File: src/rtl/wb_arb2_if.sv
// -----------------------------------------------------------------------------
// wb_arb2_if -- Wishbone (pipelined) bus bundle used by the wb_arb2 arbiter.
//
// One instance carries every handshake/data signal between a bus master and a
// bus slave. The master side drives the request signals and receives the
// response signals. The slave side does the opposite.
//
// Parameters
//   ADDR_W  address width
//   DATA_W  data width (byte selects are DATA_W/8 wide)
//
// Signals
//   cyc, stb, we      request: bus cycle, strobe, write enable
//   adr, sel, wdat    request: address, byte selects, write data
//   rdat              response: read data
//   ack, err, rty     response: acknowledge, error, retry
//   stall             response: slave cannot accept a strobe this cycle
//
// Modports
//   master  drives the request, samples the response
//   slave   samples the request, drives the response
// -----------------------------------------------------------------------------
interface wb_arb2_if #(
    parameter int ADDR_W = 32,
    parameter int DATA_W = 32
);
    logic                cyc;
    logic                stb;
    logic                we;
    logic [ADDR_W-1:0]   adr;
    logic [DATA_W/8-1:0] sel;
    logic [DATA_W-1:0]   wdat;
    logic [DATA_W-1:0]   rdat;
    logic                ack;
    logic                err;
    logic                rty;
    logic                stall;

    modport master (
        output cyc, stb, we, adr, sel, wdat,
        input  rdat, ack, err, rty, stall
    );

    modport slave (
        input  cyc, stb, we, adr, sel, wdat,
        output rdat, ack, err, rty, stall
    );
endinterface

File: src/rtl/wb_arb2.sv
// -----------------------------------------------------------------------------
// wb_arb2 -- two-master to one-slave Wishbone arbiter with bus lock.
//
// A registered FSM (IDLE / GNT0 / GNT1) owns the shared slave port. From IDLE
// a single request is granted on the next edge; two simultaneous requests are
// resolved round-robin against the last-grant register (master 0 wins the
// first tie after reset). A granted master keeps the bus for as long as it
// holds cyc, so pipelined bursts complete under one grant. Every grant is
// followed by at least one IDLE cycle.
//
// While granted, the owner's request signals drive the slave port
// combinationally and the slave's response goes to the owner only. Every
// master that does not own the bus sees stall=1 and ack/err/rty/rdat=0.
//
// Optional feature (macro WB_ARB2_TIMEOUT_EN): an 8-bit counter measures
// granted cycles without a slave response (ack/err/rty). When it reaches
// TMO_CYC the owner gets err for one cycle, the slave cycle is dropped that
// same cycle and the FSM returns to IDLE. Without the macro there is no
// counter and err passes straight through.
//
// Parameters
//   ADDR_W   address width
//   DATA_W   data width
//   TMO_CYC  timeout limit in cycles (1..255), used only with the macro
//
// Ports
//   clk_i   clock, all state on the rising edge
//   rst_i   asynchronous active-high reset (forces IDLE, last grant = 1)
//   m0      master 0 bus (arbiter acts as its slave)
//   m1      master 1 bus (arbiter acts as its slave)
//   s       shared slave bus (arbiter acts as its master)
// -----------------------------------------------------------------------------
module wb_arb2 #(
    parameter int ADDR_W  = 32,
    parameter int DATA_W  = 32,
    parameter int TMO_CYC = 255
) (
    input  logic      clk_i,
    input  logic      rst_i,
    wb_arb2_if.slave  m0,
    wb_arb2_if.slave  m1,
    wb_arb2_if.master s
);

    if (TMO_CYC < 1 || TMO_CYC > 255) begin : g_tmo_range
        $error("wb_arb2: TMO_CYC must lie in 1..255");
    end

    typedef enum logic [1:0] {
        IDLE = 2'd0,
        GNT0 = 2'd1,
        GNT1 = 2'd2
    } state_t;

    state_t r_state;
    state_t w_state_nxt;
    logic   r_lg;
    logic   w_lg_nxt;
    logic   w_req0;
    logic   w_req1;
    logic   w_tmo;

    assign w_req0 = m0.cyc & m0.stb;
    assign w_req1 = m1.cyc & m1.stb;

`ifdef WB_ARB2_TIMEOUT_EN
    localparam logic [7:0] TMO_VAL = 8'(TMO_CYC);

    logic       w_rsp;
    logic [7:0] r_tmo_cnt;

    assign w_rsp = s.ack | s.err | s.rty;

    // Counts granted cycles since grant entry or the last slave response.
    always_ff @(posedge clk_i or posedge rst_i) begin
        if (rst_i) begin
            r_tmo_cnt <= 8'd0;
        end else if ((r_state == IDLE) || w_tmo || w_rsp) begin
            r_tmo_cnt <= 8'd0;
        end else begin
            r_tmo_cnt <= r_tmo_cnt + 8'd1;
        end
    end

    assign w_tmo = (r_state != IDLE) && (r_tmo_cnt == TMO_VAL);
`else
    assign w_tmo = 1'b0;
`endif

    // Grant state and last-grant register.
    always_ff @(posedge clk_i or posedge rst_i) begin
        if (rst_i) begin
            r_state <= IDLE;
            r_lg    <= 1'b1;
        end else begin
            r_state <= w_state_nxt;
            r_lg    <= w_lg_nxt;
        end
    end

    // Next grant: round-robin from IDLE, hold while the owner keeps cyc.
    always_comb begin
        w_state_nxt = r_state;
        w_lg_nxt    = r_lg;
        case (r_state)
            IDLE: begin
                if (w_req0 && w_req1) begin
                    // Tie goes to the master that was not granted last.
                    if (r_lg) begin
                        w_state_nxt = GNT0;
                        w_lg_nxt    = 1'b0;
                    end else begin
                        w_state_nxt = GNT1;
                        w_lg_nxt    = 1'b1;
                    end
                end else if (w_req0) begin
                    w_state_nxt = GNT0;
                    w_lg_nxt    = 1'b0;
                end else if (w_req1) begin
                    w_state_nxt = GNT1;
                    w_lg_nxt    = 1'b1;
                end else begin
                    w_state_nxt = IDLE;
                end
            end
            GNT0: begin
                if (!m0.cyc || w_tmo) begin
                    w_state_nxt = IDLE;
                end else begin
                    w_state_nxt = GNT0;
                end
            end
            GNT1: begin
                if (!m1.cyc || w_tmo) begin
                    w_state_nxt = IDLE;
                end else begin
                    w_state_nxt = GNT1;
                end
            end
            default: begin
                w_state_nxt = IDLE;
            end
        endcase
    end

    // Bus steering: owner's request to the slave, slave response to the owner.
    always_comb begin
        s.cyc    = 1'b0;
        s.stb    = 1'b0;
        s.we     = 1'b0;
        s.adr    = {ADDR_W{1'b0}};
        s.sel    = {(DATA_W/8){1'b0}};
        s.wdat   = {DATA_W{1'b0}};
        m0.rdat  = {DATA_W{1'b0}};
        m0.ack   = 1'b0;
        m0.err   = 1'b0;
        m0.rty   = 1'b0;
        m0.stall = 1'b1;
        m1.rdat  = {DATA_W{1'b0}};
        m1.ack   = 1'b0;
        m1.err   = 1'b0;
        m1.rty   = 1'b0;
        m1.stall = 1'b1;
        case (r_state)
            GNT0: begin
                // A timeout drops the slave cycle in the same cycle as the err.
                s.cyc  = m0.cyc & ~w_tmo;
                s.stb  = m0.stb & ~w_tmo;
                s.we   = m0.we;
                s.adr  = m0.adr;
                s.sel  = m0.sel;
                s.wdat = m0.wdat;
                if (w_tmo) begin
                    m0.err = 1'b1;
                end else begin
                    m0.rdat  = s.rdat;
                    m0.ack   = s.ack;
                    m0.err   = s.err;
                    m0.rty   = s.rty;
                    m0.stall = s.stall;
                end
            end
            GNT1: begin
                s.cyc  = m1.cyc & ~w_tmo;
                s.stb  = m1.stb & ~w_tmo;
                s.we   = m1.we;
                s.adr  = m1.adr;
                s.sel  = m1.sel;
                s.wdat = m1.wdat;
                if (w_tmo) begin
                    m1.err = 1'b1;
                end else begin
                    m1.rdat  = s.rdat;
                    m1.ack   = s.ack;
                    m1.err   = s.err;
                    m1.rty   = s.rty;
                    m1.stall = s.stall;
                end
            end
            default: begin
                s.cyc = 1'b0;
            end
        endcase
    end

endmodule
File: src/flat_wrapper.sv
// flat-port wrapper written by rule: the top's interface ports become plain ports
module wb_arb2_flat 
#(
    parameter int ADDR_W  = 32,
    parameter int DATA_W  = 32,
    parameter int TMO_CYC = 255
)
  (clk_i, rst_i, m0_cyc, m0_stb, m0_we, m0_adr, m0_sel, m0_wdat, m0_rdat, m0_ack, m0_err, m0_rty, m0_stall, m1_cyc, m1_stb, m1_we, m1_adr, m1_sel, m1_wdat, m1_rdat, m1_ack, m1_err, m1_rty, m1_stall, s_cyc, s_stb, s_we, s_adr, s_sel, s_wdat, s_rdat, s_ack, s_err, s_rty, s_stall);
  wb_arb2_if #(.ADDR_W(ADDR_W), .DATA_W(DATA_W)) m0_i ();
  wb_arb2_if #(.ADDR_W(ADDR_W), .DATA_W(DATA_W)) m1_i ();
  wb_arb2_if #(.ADDR_W(ADDR_W), .DATA_W(DATA_W)) s_i ();
  input  logic clk_i;
  input  logic rst_i;
  input wire logic [$bits(m0_i.cyc)-1:0] m0_cyc;
  input wire logic [$bits(m0_i.stb)-1:0] m0_stb;
  input wire logic [$bits(m0_i.we)-1:0] m0_we;
  input wire logic [$bits(m0_i.adr)-1:0] m0_adr;
  input wire logic [$bits(m0_i.sel)-1:0] m0_sel;
  input wire logic [$bits(m0_i.wdat)-1:0] m0_wdat;
  output wire logic [$bits(m0_i.rdat)-1:0] m0_rdat;
  output wire logic [$bits(m0_i.ack)-1:0] m0_ack;
  output wire logic [$bits(m0_i.err)-1:0] m0_err;
  output wire logic [$bits(m0_i.rty)-1:0] m0_rty;
  output wire logic [$bits(m0_i.stall)-1:0] m0_stall;
  input wire logic [$bits(m1_i.cyc)-1:0] m1_cyc;
  input wire logic [$bits(m1_i.stb)-1:0] m1_stb;
  input wire logic [$bits(m1_i.we)-1:0] m1_we;
  input wire logic [$bits(m1_i.adr)-1:0] m1_adr;
  input wire logic [$bits(m1_i.sel)-1:0] m1_sel;
  input wire logic [$bits(m1_i.wdat)-1:0] m1_wdat;
  output wire logic [$bits(m1_i.rdat)-1:0] m1_rdat;
  output wire logic [$bits(m1_i.ack)-1:0] m1_ack;
  output wire logic [$bits(m1_i.err)-1:0] m1_err;
  output wire logic [$bits(m1_i.rty)-1:0] m1_rty;
  output wire logic [$bits(m1_i.stall)-1:0] m1_stall;
  output wire logic [$bits(s_i.cyc)-1:0] s_cyc;
  output wire logic [$bits(s_i.stb)-1:0] s_stb;
  output wire logic [$bits(s_i.we)-1:0] s_we;
  output wire logic [$bits(s_i.adr)-1:0] s_adr;
  output wire logic [$bits(s_i.sel)-1:0] s_sel;
  output wire logic [$bits(s_i.wdat)-1:0] s_wdat;
  input wire logic [$bits(s_i.rdat)-1:0] s_rdat;
  input wire logic [$bits(s_i.ack)-1:0] s_ack;
  input wire logic [$bits(s_i.err)-1:0] s_err;
  input wire logic [$bits(s_i.rty)-1:0] s_rty;
  input wire logic [$bits(s_i.stall)-1:0] s_stall;
  assign m0_i.cyc = m0_cyc;
  assign m0_i.stb = m0_stb;
  assign m0_i.we = m0_we;
  assign m0_i.adr = m0_adr;
  assign m0_i.sel = m0_sel;
  assign m0_i.wdat = m0_wdat;
  assign m0_rdat = m0_i.rdat;
  assign m0_ack = m0_i.ack;
  assign m0_err = m0_i.err;
  assign m0_rty = m0_i.rty;
  assign m0_stall = m0_i.stall;
  assign m1_i.cyc = m1_cyc;
  assign m1_i.stb = m1_stb;
  assign m1_i.we = m1_we;
  assign m1_i.adr = m1_adr;
  assign m1_i.sel = m1_sel;
  assign m1_i.wdat = m1_wdat;
  assign m1_rdat = m1_i.rdat;
  assign m1_ack = m1_i.ack;
  assign m1_err = m1_i.err;
  assign m1_rty = m1_i.rty;
  assign m1_stall = m1_i.stall;
  assign s_cyc = s_i.cyc;
  assign s_stb = s_i.stb;
  assign s_we = s_i.we;
  assign s_adr = s_i.adr;
  assign s_sel = s_i.sel;
  assign s_wdat = s_i.wdat;
  assign s_i.rdat = s_rdat;
  assign s_i.ack = s_ack;
  assign s_i.err = s_err;
  assign s_i.rty = s_rty;
  assign s_i.stall = s_stall;
  wb_arb2 #(.ADDR_W(ADDR_W), .DATA_W(DATA_W), .TMO_CYC(TMO_CYC)) u_core (.clk_i(clk_i), .rst_i(rst_i), .m0(m0_i), .m1(m1_i), .s(s_i));
endmodule
File: config.mk
export PLATFORM = sky130hd
export DESIGN_NAME = wb_arb2_flat
export DESIGN_NICKNAME = d
export VERILOG_FILES = /design/src/rtl/wb_arb2_if.sv /design/src/rtl/wb_arb2.sv /design/src/flat_wrapper.sv
export SDC_FILE = /design/constraint.sdc
export NUM_CORES = 1
export LEC_CHECK = 0
export BUFFER_PORTS_ARGS = -buffer_cell sky130_fd_sc_hd__buf_2
export CAP_MARGIN = 25
export CORE_AREA = 2 2 125 127
export CTS_BUF_LIST = sky130_fd_sc_hd__clkbuf_8
export DETAILED_ROUTE_END_ITERATION = 10
export DIE_AREA = 0 0 127 129
export GPL_ROUTABILITY_DRIVEN = 0
export GPL_TIMING_DRIVEN = 1
export SLEW_MARGIN = 20
export SYNTH_ARGS = -nofsm -noshare
export SYNTH_HDL_FRONTEND = slang
export SYNTH_SLANG_ARGS = --single-unit
File: constraint.sdc
create_clock -name clk_i -period 2.5 [get_ports clk_i]
set_input_delay 0.125 -clock clk_i [delete_from_list [all_inputs] [get_ports clk_i]]
set_output_delay 0.125 -clock clk_i [all_outputs]
set_load 0.03 [all_outputs]
==> key figures, run 1 <==
Drt
  • Initial DRC count: 117
  • WL/cell: 14.93 um
  • Vias: 3164
  • Final ANT Viol Nets: 0
  • Routed WL: 11270 um
  • Drt via density: 4.191
  • Drt drc: 0
  • DRT Pass-1 Iters: 4

Yosys
  • Largest family of logic cells by synthesized area: simple AND/OR/NAND/NOR gates
  • Multiplexer share of the synthesized area: 0
  • Post-synth top area share: 0.2948
  • Net Count, Synth: 448
  • Sequential area share after synthesis: 0.04221
  • Adder-cell area share of the yosys netlist: 0.02768
  • Ranking of synthesized cells by area: a22oi_1, nor2b_1, and2_1
  • Post-synth top area cell: a22oi_1
  • Post-Synthesis Cells: 264
  • Post-synth design cell area: 1808 um^2
  • Yosys Warn Count: 0
  • Compound-Gate Fraction of Synth Area: 0.3066
  • Mean area per synthesized cell: 6.848 um^2
  • Synth Register Bits: 3
  • Synth Area in Simple Gates: 0.5211
  • XOR/XNOR Fraction of Synth Area: 0
  • Netlist cell types: 20

Timing
  • Final worst path period share: 0.8510
  • Max-slew violation count: 0
  • Clk_skew: 0.003158 ns
  • Hold Vio Cnt, Final: 0
  • Setup_tns: 0 ns
  • Slew HR: 0.7268
  • Final setup fails: 0
  • Slew @ Worst Pin: 0.4098 ns
  • Top achievable clock speed: 0.4700 GHz
  • Fin crit period: 2.128 ns
  • RSZ-0062 raised after global routing: no

Die
  • Initial core utilization: 0.1207
  • Std cell rows: 45
  • Die height: 129 um
  • Die span in x: 127 um
  • Core area: 14980 um^2
  • I/O Pins: 323
  • Die area: 16380 um^2

Min path
  • Hold Path Stages: 2
  • Hold Path End: u_core.r_state[0]$_DFF_PP0_
  • Hold crit path type: in -> reg
  • Hold path start: m0_cyc

Setup path
  • Critical Path Source Type: register
  • Req. time, crit path: 2.38 ns
  • Reg2reg setup slack: 0.81 ns
  • CP Capture Type: primary output
  • Crit path cell chain: inv_1, ha_4, buf_12, a22oi_1, nor2b_1, buf_2
  • Crit Path Max Fanout: 59
  • Reg2Reg Depth: 5
  • Worst R2R Start: u_core.r_state[1]$_DFF_PP0_
  • FF-to-FF End: u_core.r_state[0]$_DFF_PP0_
  • Slowest CP cell: dfrtp_1
  • CP Launch Point: u_core.r_state[0]$_DFF_PP0_
  • CP top delay family: buffers and inverters
  • CP Class: reg -> out
  • WP buf/inv: 3
  • Critical Path AT: 2.00 ns
  • Max stage delay on crit path: 0.41 ns

GRT
  • Largest net degree at the start of global routing: 72
  • Global-route wire length before repair: 15430 um
  • Grt total ovfl: 0
  • Vias in the first global route: 2799
  • Antenna violations before repair: 4
  • Total track usage: 0.1198

Final layout
  • Area Overhead vs Synth: 101.8%
  • Commonest non-fill, non-tap cells in the layout: buf_2, a22oi_1, nor2b_1
  • Final nets: 751
  • Fin util: 0.2436
  • Share of cells above drive strength 1: 0.5936
  • Final instance area: 3649 um^2
  • Commonest non-fill, non-tap cell in the layout: buf_2

Placed design
  • DP Wirelength: 9470 um
  • Area post-placement: 3591 um^2
  • Port-buffer cells: 322

Clocking
  • Clk Latency, worst-skew pair: 0.22 ns
  • CTS Sinks: 3
  • H-tree depth: 1
  • Clock buffer depth: 2
  • CTS buffer count: 3
  • Worst-path clk slew: 0.03 ns
  • TritonCTS clock tree: yes
  • Clock root buffer: clkbuf_8
  • Post-CTS Setup Inserts: 0

Status
  • Status: finished clean

Pwr
  • Pwr Density: 606.6 nW/um^2
  • Peak VDD IR: 240.0 uV
  • Lkg Pwr: 2.034 nW

Job
  • MaxCap Viol Count: 0
[Yosys cell counts, drive strengths merged]
library cell / n
a22oi: 71
nor2b: 71
and2: 70
buf: 23
clkbuf: 8
ha: 4
inv: 3
a21oi: 2
dfrtp: 2
nand2b: 2
a31oi: 1
and3: 1
dfstp: 1
nand3b: 1
nand4b: 1
nor4b: 1
nor4bb: 1
o21ai: 1
[kinds of logic (layout without fill, tap and decap cells)]
logic type      Yosys count  in the layout
compound gates           75             75
buf+inv                  34            336
simple gates            148            148
other cells               0              1
flops                     3              3
fa+ha+maj                 4              4
[registers in the layout, indices dropped and copies added, names as in the netlist]
signal and flops:
u_core.r_state 2, u_core.r_lg 1
[layout make-up]
cell class                 count  area, um^2
fill                        1693       11330
timing repair buffer         329        1704
multi-input combinational    227        1574
tap                          188       235.2
sequential                     3       76.32
clock buffer                   3       41.29
inverter                       3       11.26
clock inverter                 1       3.754
antenna                        1       2.502
[worst reg2reg max path, stage by stage (launching register included)]
cell and delay, ns:
dfrtp_1 0.41, inv_1 0.13, ha_4 0.37, buf_12 0.30, nor4bb_1 0.12, nor4b_2 0.27
[routing by layer]
layer	GRT usage	vias to the layer above	part of all wire
met4	0.01164	0	0.0032
met5	0	-	0
li1	-	1521	-
met2	0.2277	217	0.51
met1	0.1474	1420	0.39
met3	0.01871	6	0.090
[worst max path at each step]
stage | end | slack (ns) | cells after the start
floorplan | s_adr[0] | 0.91 | 4
global placement | s_we | 0.56 | 6
detailed placement | s_wdat[22] | 0.54 | 6
CTS | s_wdat[22] | 0.30 | 6
global route | s_we | 0.19 | 6
finish | s_adr[24] | 0.37 | 6
[through the flow]
stage | hold slack, ns | setup slack (ns) | total power [mW] | cells
finish | 0.2182 | 0.3725 | 2.213 | 755
global route | 0.2225 | 0.1910 | 2.371 | 754
CTS | 0.2104 | 0.3018 | 2.246 | 754
detailed placement | -0.004379 | 0.5416 | 2.101 | 749
global placement | -0.003865 | 0.5553 | 2.098 | 749
floorplan | -0.1221 | 0.9075 | 1.469 | 264
[power breakdown]
part           internal (mW)  switching, mW  total [mW]
Sequential            0.0697         0.0144      0.0841
Clock                  0.104         0.0317       0.136
Combinational          0.731           1.26        1.99
[what timing repair did]
action / 4_1_cts / 5_1_grt
hold buffers: 1 / 0
endpoints found under the hold margin: 3 / 0
resized for setup: 0 / 0
Power figures use the tool's default switching activity.
==> run 2: changes to the inputs <==
--- a/config.mk
+++ b/config.mk
@@ -7,10 +7,10 @@
 export LEC_CHECK = 0
 export BUFFER_PORTS_ARGS = -buffer_cell sky130_fd_sc_hd__buf_2
 export CAP_MARGIN = 25
-export CORE_AREA = 2 2 125 127
+export CORE_AREA = 2 2 124 126
 export CTS_BUF_LIST = sky130_fd_sc_hd__clkbuf_8
 export DETAILED_ROUTE_END_ITERATION = 10
-export DIE_AREA = 0 0 127 129
+export DIE_AREA = 0 0 126 128
 export GPL_ROUTABILITY_DRIVEN = 0
 export GPL_TIMING_DRIVEN = 1
 export SLEW_MARGIN = 20
==> key figures, run 2 (synthesized netlist as in run 1, its figures left out) <==
Final layout
  • FILL cells: 1667 (-1.5%)
  • Largest registers: u_core.r_state x2, u_core.r_lg x1
  • Commonest non-fill, non-tap cell in the layout: buf_2
  • FF+latch area: 76.32 um^2 (unchanged)
  • Area Overhead vs Synth: 101.9% (about the same)
  • Commonest non-fill, non-tap cells in the layout: buf_2, a22oi_1, nor2b_1
  • Reg with most FFs: u_core.r_state
  • Share of cells above drive strength 1: 0.5929 (-0.0007192)
  • Final nets: 750 (-0.13%)
  • Area of the multi-input gates: 1574 um^2 (unchanged)
  • Final std cells w/o fill: 753 (-0.26%)
  • Ant. Diodes: 0 (-1)
  • Max FFs per register: 2 (unchanged)

Clocking
  • Clock buffer depth: 2 (unchanged)
  • TritonCTS clock tree: yes
  • H-tree depth: 1 (unchanged)
  • CTS buffer count: 3 (unchanged)
  • CTS Sinks: 3 (unchanged)
  • Clock root buffer: clkbuf_8
  • Clk Latency, worst-skew pair: 0.21 ns (about the same)
  • Worst-path clk slew: 0.03 ns (about the same)

GRT
  • Global-route wire length before repair: 14060 um (-8.9%)
  • Vias in the first global route: 2812 (+0.46%)
  • Total track usage: 0.1054 (-0.01439)
  • Antenna violations before repair: 0 (-4)
  • Largest net degree at the start of global routing: 109 (+51%)
  • Grt total ovfl: 0 (unchanged)

Job
  • MaxCap Viol Count: 0 (unchanged)

Timing
  • Clk_skew: 0.0006331 ns (-0.002525 ns)
  • RSZ-0062 raised after global routing: no
  • Final setup fails: 0 (unchanged)
  • Top achievable clock speed: 0.4869 GHz (+3.6%)
  • Hold Vio Cnt, Final: 0 (unchanged)
  • Max-slew violation count: 0 (unchanged)
  • Slew HR: 0.7026 (-0.02421)
  • Final worst path period share: 0.8215 (-0.02949)
  • Slew @ Worst Pin: 0.4461 ns (+0.03631 ns)
  • Setup_tns: 0 ns (unchanged)
  • Fin crit period: 2.054 ns (-0.07372 ns)

Setup path
  • Critical Path AT: 1.93 ns (-0.07 ns)
  • Reg2Reg Depth: 5 (unchanged)
  • Worst R2R Start: u_core.r_state[1]$_DFF_PP0_
  • Req. time, crit path: 2.38 ns (about the same)
  • CP Capture Type: primary output
  • Critical Path Source Type: register
  • Reg2reg setup slack: 0.83 ns (+0.02 ns)
  • CP Class: reg -> out
  • Crit Path Max Fanout: 51 (-14%)
  • FF-to-FF End: u_core.r_state[0]$_DFF_PP0_

Drt
  • WL/cell: 12.98 um (-13%)
  • Drt via density: 4.142 (-1.2%)
  • Final ANT Viol Nets: 0 (unchanged)
  • Vias: 3119 (-1.4%)
  • Initial DRC count: 52 (-56%)
  • DRT Pass-1 Iters: 5 (+1)
  • Drt drc: 0 (unchanged)
  • Routed WL: 9775 um (-13%)

Die
  • Std cell rows: 45 (unchanged)
  • Core area: 14860 um^2 (-0.75%)
  • Die span in x: 126 um (-0.79%)
  • Die height: 128 um (-0.78%)
  • Initial core utilization: 0.1216 (+0.0009145)
  • Die area: 16130 um^2 (-1.6%)
  • I/O Pins: 323 (unchanged)

Placed design
  • Placed Instances: 748 (-0.13%)
  • DP Wirelength: 8156 um (-14%)
  • Port-buffer cells: 322 (unchanged)

Pwr
  • Lkg Pwr: 2.033 nW (about the same)
  • Peak VDD IR: 231.5 uV (-3.5%)
  • Pwr Density: 601.5 nW/um^2 (-0.84%)

Min path
  • Hold crit path type: in -> reg
  • Hold path start: m1_stb
  • Hold Path Stages: 3 (+1)
  • Hold Path End: u_core.r_lg$_DFFE_PP1P_

Status
  • Status: finished clean
run 2: cell count changes in the layout (fill, tap and decap cells not counted):
cell,change
diode_2,-1
buf_4,-2
buf_12,+1
run 2: layout make-up:
class                      instances  share of cell area
timing repair buffer             328              0.4681
multi-input combinational        227              0.4311
tap                              188             0.06443
sequential                         3             0.02090
clock buffer                       3             0.01131
inverter                           3            0.003084
clock inverter                     1            0.001028
run 2: metal layers:
layer  global-route usage  vias up  share of wire
li1                     -     1517              -
met1               0.1241     1397           0.39
met2               0.2052      203           0.51
met3              0.01753        2          0.094
met4              0.01164        0         0.0028
met5                    0        -              0
run 2: through the flow:
stage / cell area (um^2) / power [mW] / hold WS (ns) / util / setup slack [ns]
after floorplan: 1808 / 1.469 / -0.1221 / - / 0.9075
after global placement: 3596 / 2.076 / -0.005371 / 0.2419 / 0.6556
after detailed placement: 3596 / 2.090 / -0.003342 / 0.2419 / 0.6272
after CTS: 3651 / 2.232 / 0.2172 / 0.2456 / 0.3986
after global routing: 3651 / 2.369 / 0.2213 / 0.2456 / 0.2978
final: 3651 / 2.196 / 0.2260 / 0.2456 / 0.4462
run 2: how the worst max path moves through the flow:
| stage | start | end | slack [ns] | cells after the start |
|---|---|---|---|---|
| after floorplan | u_core.r_state[0]$_DFF_PP0_ | s_adr[0] | 0.91 | 4 |
| after global placement | u_core.r_state[1]$_DFF_PP0_ | s_wdat[15] | 0.66 | 6 |
| after detailed placement | u_core.r_state[1]$_DFF_PP0_ | s_wdat[8] | 0.63 | 6 |
| after CTS | u_core.r_state[1]$_DFF_PP0_ | s_wdat[8] | 0.40 | 6 |
| after global routing | u_core.r_state[1]$_DFF_PP0_ | s_wdat[8] | 0.30 | 6 |
| final | u_core.r_state[1]$_DFF_PP0_ | s_wdat[18] | 0.45 | 6 |
run 2: worst max-delay path, stage by stage (launching register included):
cell	delay, ns
dfrtp_1	0.41
inv_1	0.13
ha_4	0.36
buf_12	0.26
a22oi_1	0.10
nor2b_1	0.19
buf_2	0.23
run 2: repair_timing:
item	CTS	global route
gates resized for setup	0	0
hold endpoints to repair	3	0
setup buffers	0	0
hold buffers	1	0
run 2: report_power, final:
| group | switching [mW] | internal [mW] |
|---|---|---|
| registers | 0.0145 | 0.0697 |
| clock network | 0.0298 | 0.104 |
| logic | 1.24 | 0.733 |
==> run 3: changes to the inputs <==
--- a/config.mk
+++ b/config.mk
@@ -7,10 +7,10 @@
 export LEC_CHECK = 0
 export BUFFER_PORTS_ARGS = -buffer_cell sky130_fd_sc_hd__buf_2
 export CAP_MARGIN = 25
-export CORE_AREA = 2 2 124 126
+export CORE_AREA = 2 2 125 127
 export CTS_BUF_LIST = sky130_fd_sc_hd__clkbuf_8
 export DETAILED_ROUTE_END_ITERATION = 10
-export DIE_AREA = 0 0 126 128
+export DIE_AREA = 0 0 127 129
 export GPL_ROUTABILITY_DRIVEN = 0
 export GPL_TIMING_DRIVEN = 1
 export SLEW_MARGIN = 20
==> constraint.sdc (replaced) <==
create_clock -name clk_i -period 2.1 [get_ports clk_i]
set_input_delay 0.105 -clock clk_i [delete_from_list [all_inputs] [get_ports clk_i]]
set_output_delay 0.105 -clock clk_i [all_outputs]
set_load 0.03 [all_outputs]
==> key figures, run 3 (synthesized netlist as in run 1, its figures left out) <==
Timing
  • Max-slew violation count: 0 (unchanged)
  • Setup_tns: 0 ns (unchanged)
  • Final setup fails: 0 (unchanged)
  • Fin crit period: 1.939 ns
  • Top achievable clock speed: 0.5157 GHz
  • RSZ-0062 raised after global routing: no
  • Slew HR: 0.7635 (+0.06090)
  • Slew @ Worst Pin: 0.3500 ns (-0.09612 ns)
  • Clk_skew: 0.0007150 ns (+0.00008192 ns)
  • Setup ws final: 0.1608 ns (-0.2854 ns)
  • Final worst path period share: 0.9234
  • Hold Vio Cnt, Final: 0 (unchanged)

Final layout
  • Final std cells w/o fill: 757 (+0.53%)
  • Reg with most FFs: u_core.r_state
  • Commonest non-fill, non-tap cells in the layout: buf_2, a22oi_1, nor2b_1
  • Commonest non-fill, non-tap cell in the layout: buf_2
  • Final instance area: 3684 um^2 (+0.89%)
  • Max FFs per register: 2 (unchanged)
  • Final nets: 752 (+0.27%)
  • Largest registers: u_core.r_state x2, u_core.r_lg x1
  • Area Overhead vs Synth: 103.7%
  • Share of cells above drive strength 1: 0.5944 (+0.001436)
  • Fin util: 0.2459 (+0.0003250)

GRT
  • Antenna violations before repair: 3 (+3)
  • Global-route wire length before repair: 15390 um (+9.5%)
  • Largest net degree at the start of global routing: 61 (-44%)
  • Grt total ovfl: 0 (unchanged)
  • Vias in the first global route: 2814 (+0.071%)
  • Total track usage: 0.1198 (+0.01439)

Clocking
  • H-tree depth: 1 (unchanged)
  • CTS Sinks: 3 (unchanged)
  • TritonCTS clock tree: yes
  • Worst-path clk slew: 0.03 ns (about the same)
  • CTS resizes: 0 (unchanged)
  • Clock root buffer: clkbuf_8
  • Clk Latency, worst-skew pair: 0.21 ns (about the same)
  • Clock buffer depth: 2 (unchanged)
  • CTS buffer count: 3 (unchanged)

Pwr
  • Sw frac: 0.5840 (-0.003014)
  • Pwr Density: 722.0 nW/um^2 (+20%)
  • Lkg Pwr: 2.046 nW (+0.68%)
  • Peak VDD IR: 211.4 uV (-8.7%)
  • Clock group share of total power: 0.060 (about the same)
  • Net Switching: 1.553 mW (+20%)
  • Logic pwr share: 0.902 (about the same)
  • P_int: 1.106 mW (+22%)
  • Sequential Power Share: 0.038 (about the same)

Placed design
  • DP Wirelength: 9444 um (+16%)
  • Pre-CTS setup slack: 0.3614 ns (-0.2658 ns)
  • Port-buffer cells: 322 (unchanged)
  • Placed Instances: 750 (+0.27%)
  • Area post-placement: 3623 um^2 (+0.77%)

Drt
  • DRT Pass-1 Iters: 4 (-1)
  • Vias: 3162 (+1.4%)
  • WL/cell: 14.64 um (+13%)
  • Routed WL: 11090 um (+13%)
  • Initial DRC count: 94 (+81%)
  • Drt via density: 4.177 (+0.84%)
  • Drt drc: 0 (unchanged)
  • Final ANT Viol Nets: 0 (unchanged)

Setup path
  • Max stage delay on crit path: 0.40 ns (about the same)
  • CP Class: reg -> out
  • Crit path cell chain: inv_1, ha_2, buf_12, nor2b_1, buf_2
  • Critical Path AT: 1.83 ns (-0.10 ns)
  • Slowest CP cell: dfrtp_1
  • Req. time, crit path: 2.00 ns (-0.38 ns)
  • Crit Path Max Fanout: 56 (+9.8%)
  • CP Capture Type: primary output
  • WP buf/inv: 3 (unchanged)
  • CP top delay family: buffers and inverters
  • Critical Path Source Type: register

Die
  • Die span in x: 127 um (+0.79%)
  • I/O Pins: 323 (unchanged)
  • Initial core utilization: 0.1207 (-0.0009145)
  • Die area: 16380 um^2 (+1.6%)
  • Std cell rows: 45 (unchanged)
  • Core area: 14980 um^2 (+0.76%)
  • Die height: 129 um (+0.78%)

Status
  • Status: finished clean

Min path
  • Hold crit path type: in -> reg

Job
  • MaxCap Viol Count: 0 (unchanged)
==> run 3: cell count changes in the layout (fill, tap and decap cells not counted) <==
cell,before,now
buf_4,1,2
buf_12,4,5
diode_2,0,2
==> run 3: timing repair <==
item	CTS	global route
endpoints found under the hold margin	3	0
hold buffers	1	0
setup buffers	0	0
==> run 3: path summary, 6_finish.rpt <==
| check | slack [ns] | from | end | cells after the start |
|---|---|---|---|---|
| setup reg to reg | 0.54 | u_core.r_state[1]$_DFF_PP0_ | u_core.r_state[0]$_DFF_PP0_ | 5 |
| hold / removal | 0.20 | m1_stb | u_core.r_lg$_DFFE_PP1P_ | 3 |
| hold reg to reg | 0.56 | u_core.r_lg$_DFFE_PP1P_ | u_core.r_lg$_DFFE_PP1P_ | 2 |
| setup / recovery | 0.16 | u_core.r_state[0]$_DFF_PP0_ | s_wdat[11] | 5 |
| max in group asynchronous | 1.58 | rst_i | u_core.r_lg$_DFFE_PP1P_ | 3 |
| min in group asynchronous | 0.31 | rst_i | u_core.r_state[0]$_DFF_PP0_ | 3 |
==> run 3: metal layers <==
layer	global-route usage	share of wire
met1	0.1436	0.38
met2	0.2331	0.52
met3	0.01913	0.089
met4	0.009696	0.0078
met5	0	0
==> run 3: layout make-up <==
| cell class | count | area, um^2 |
|---|---|---|
| antenna | 2 | 5.005 |
| clock buffer | 3 | 41.29 |
| clock inverter | 1 | 3.754 |
| fill | 1677 | 11290 |
| inverter | 3 | 11.26 |
| multi-input combinational | 227 | 1574 |
| sequential | 3 | 76.32 |
| tap | 188 | 235.2 |
| timing repair buffer | 330 | 1737 |
==> run 3: worst reg2reg max path, delay by kind of cell, from the launching register on <==
kind,cells,cell delay (ns)
DFF,1,0.41
adders and majority gates,1,0.26
and+or+nand+nor,2,0.40
buffers and inverters,2,0.38
==> run 3: power groups by stage <==
stage | Combinational [mW] | Clock (mW) | Sequential, mW
floorplan | 1.66 | 0 | 0.0935
global placement | 2.42 | 0 | 0.100
detailed placement | 2.44 | 0 | 0.101
CTS | 2.44 | 0.166 | 0.0998
global route | 2.59 | 0.172 | 0.103
finish | 2.40 | 0.160 | 0.100
==> run 3: stage by stage <==
step / hold WS (ns) / power (mW)
CTS: 0.1966 / 2.708
floorplan: -0.1421 / 1.749
finish: 0.2045 / 2.659
global route: 0.2128 / 2.860
detailed placement: -0.02116 / 2.537
global placement: -0.02403 / 2.523
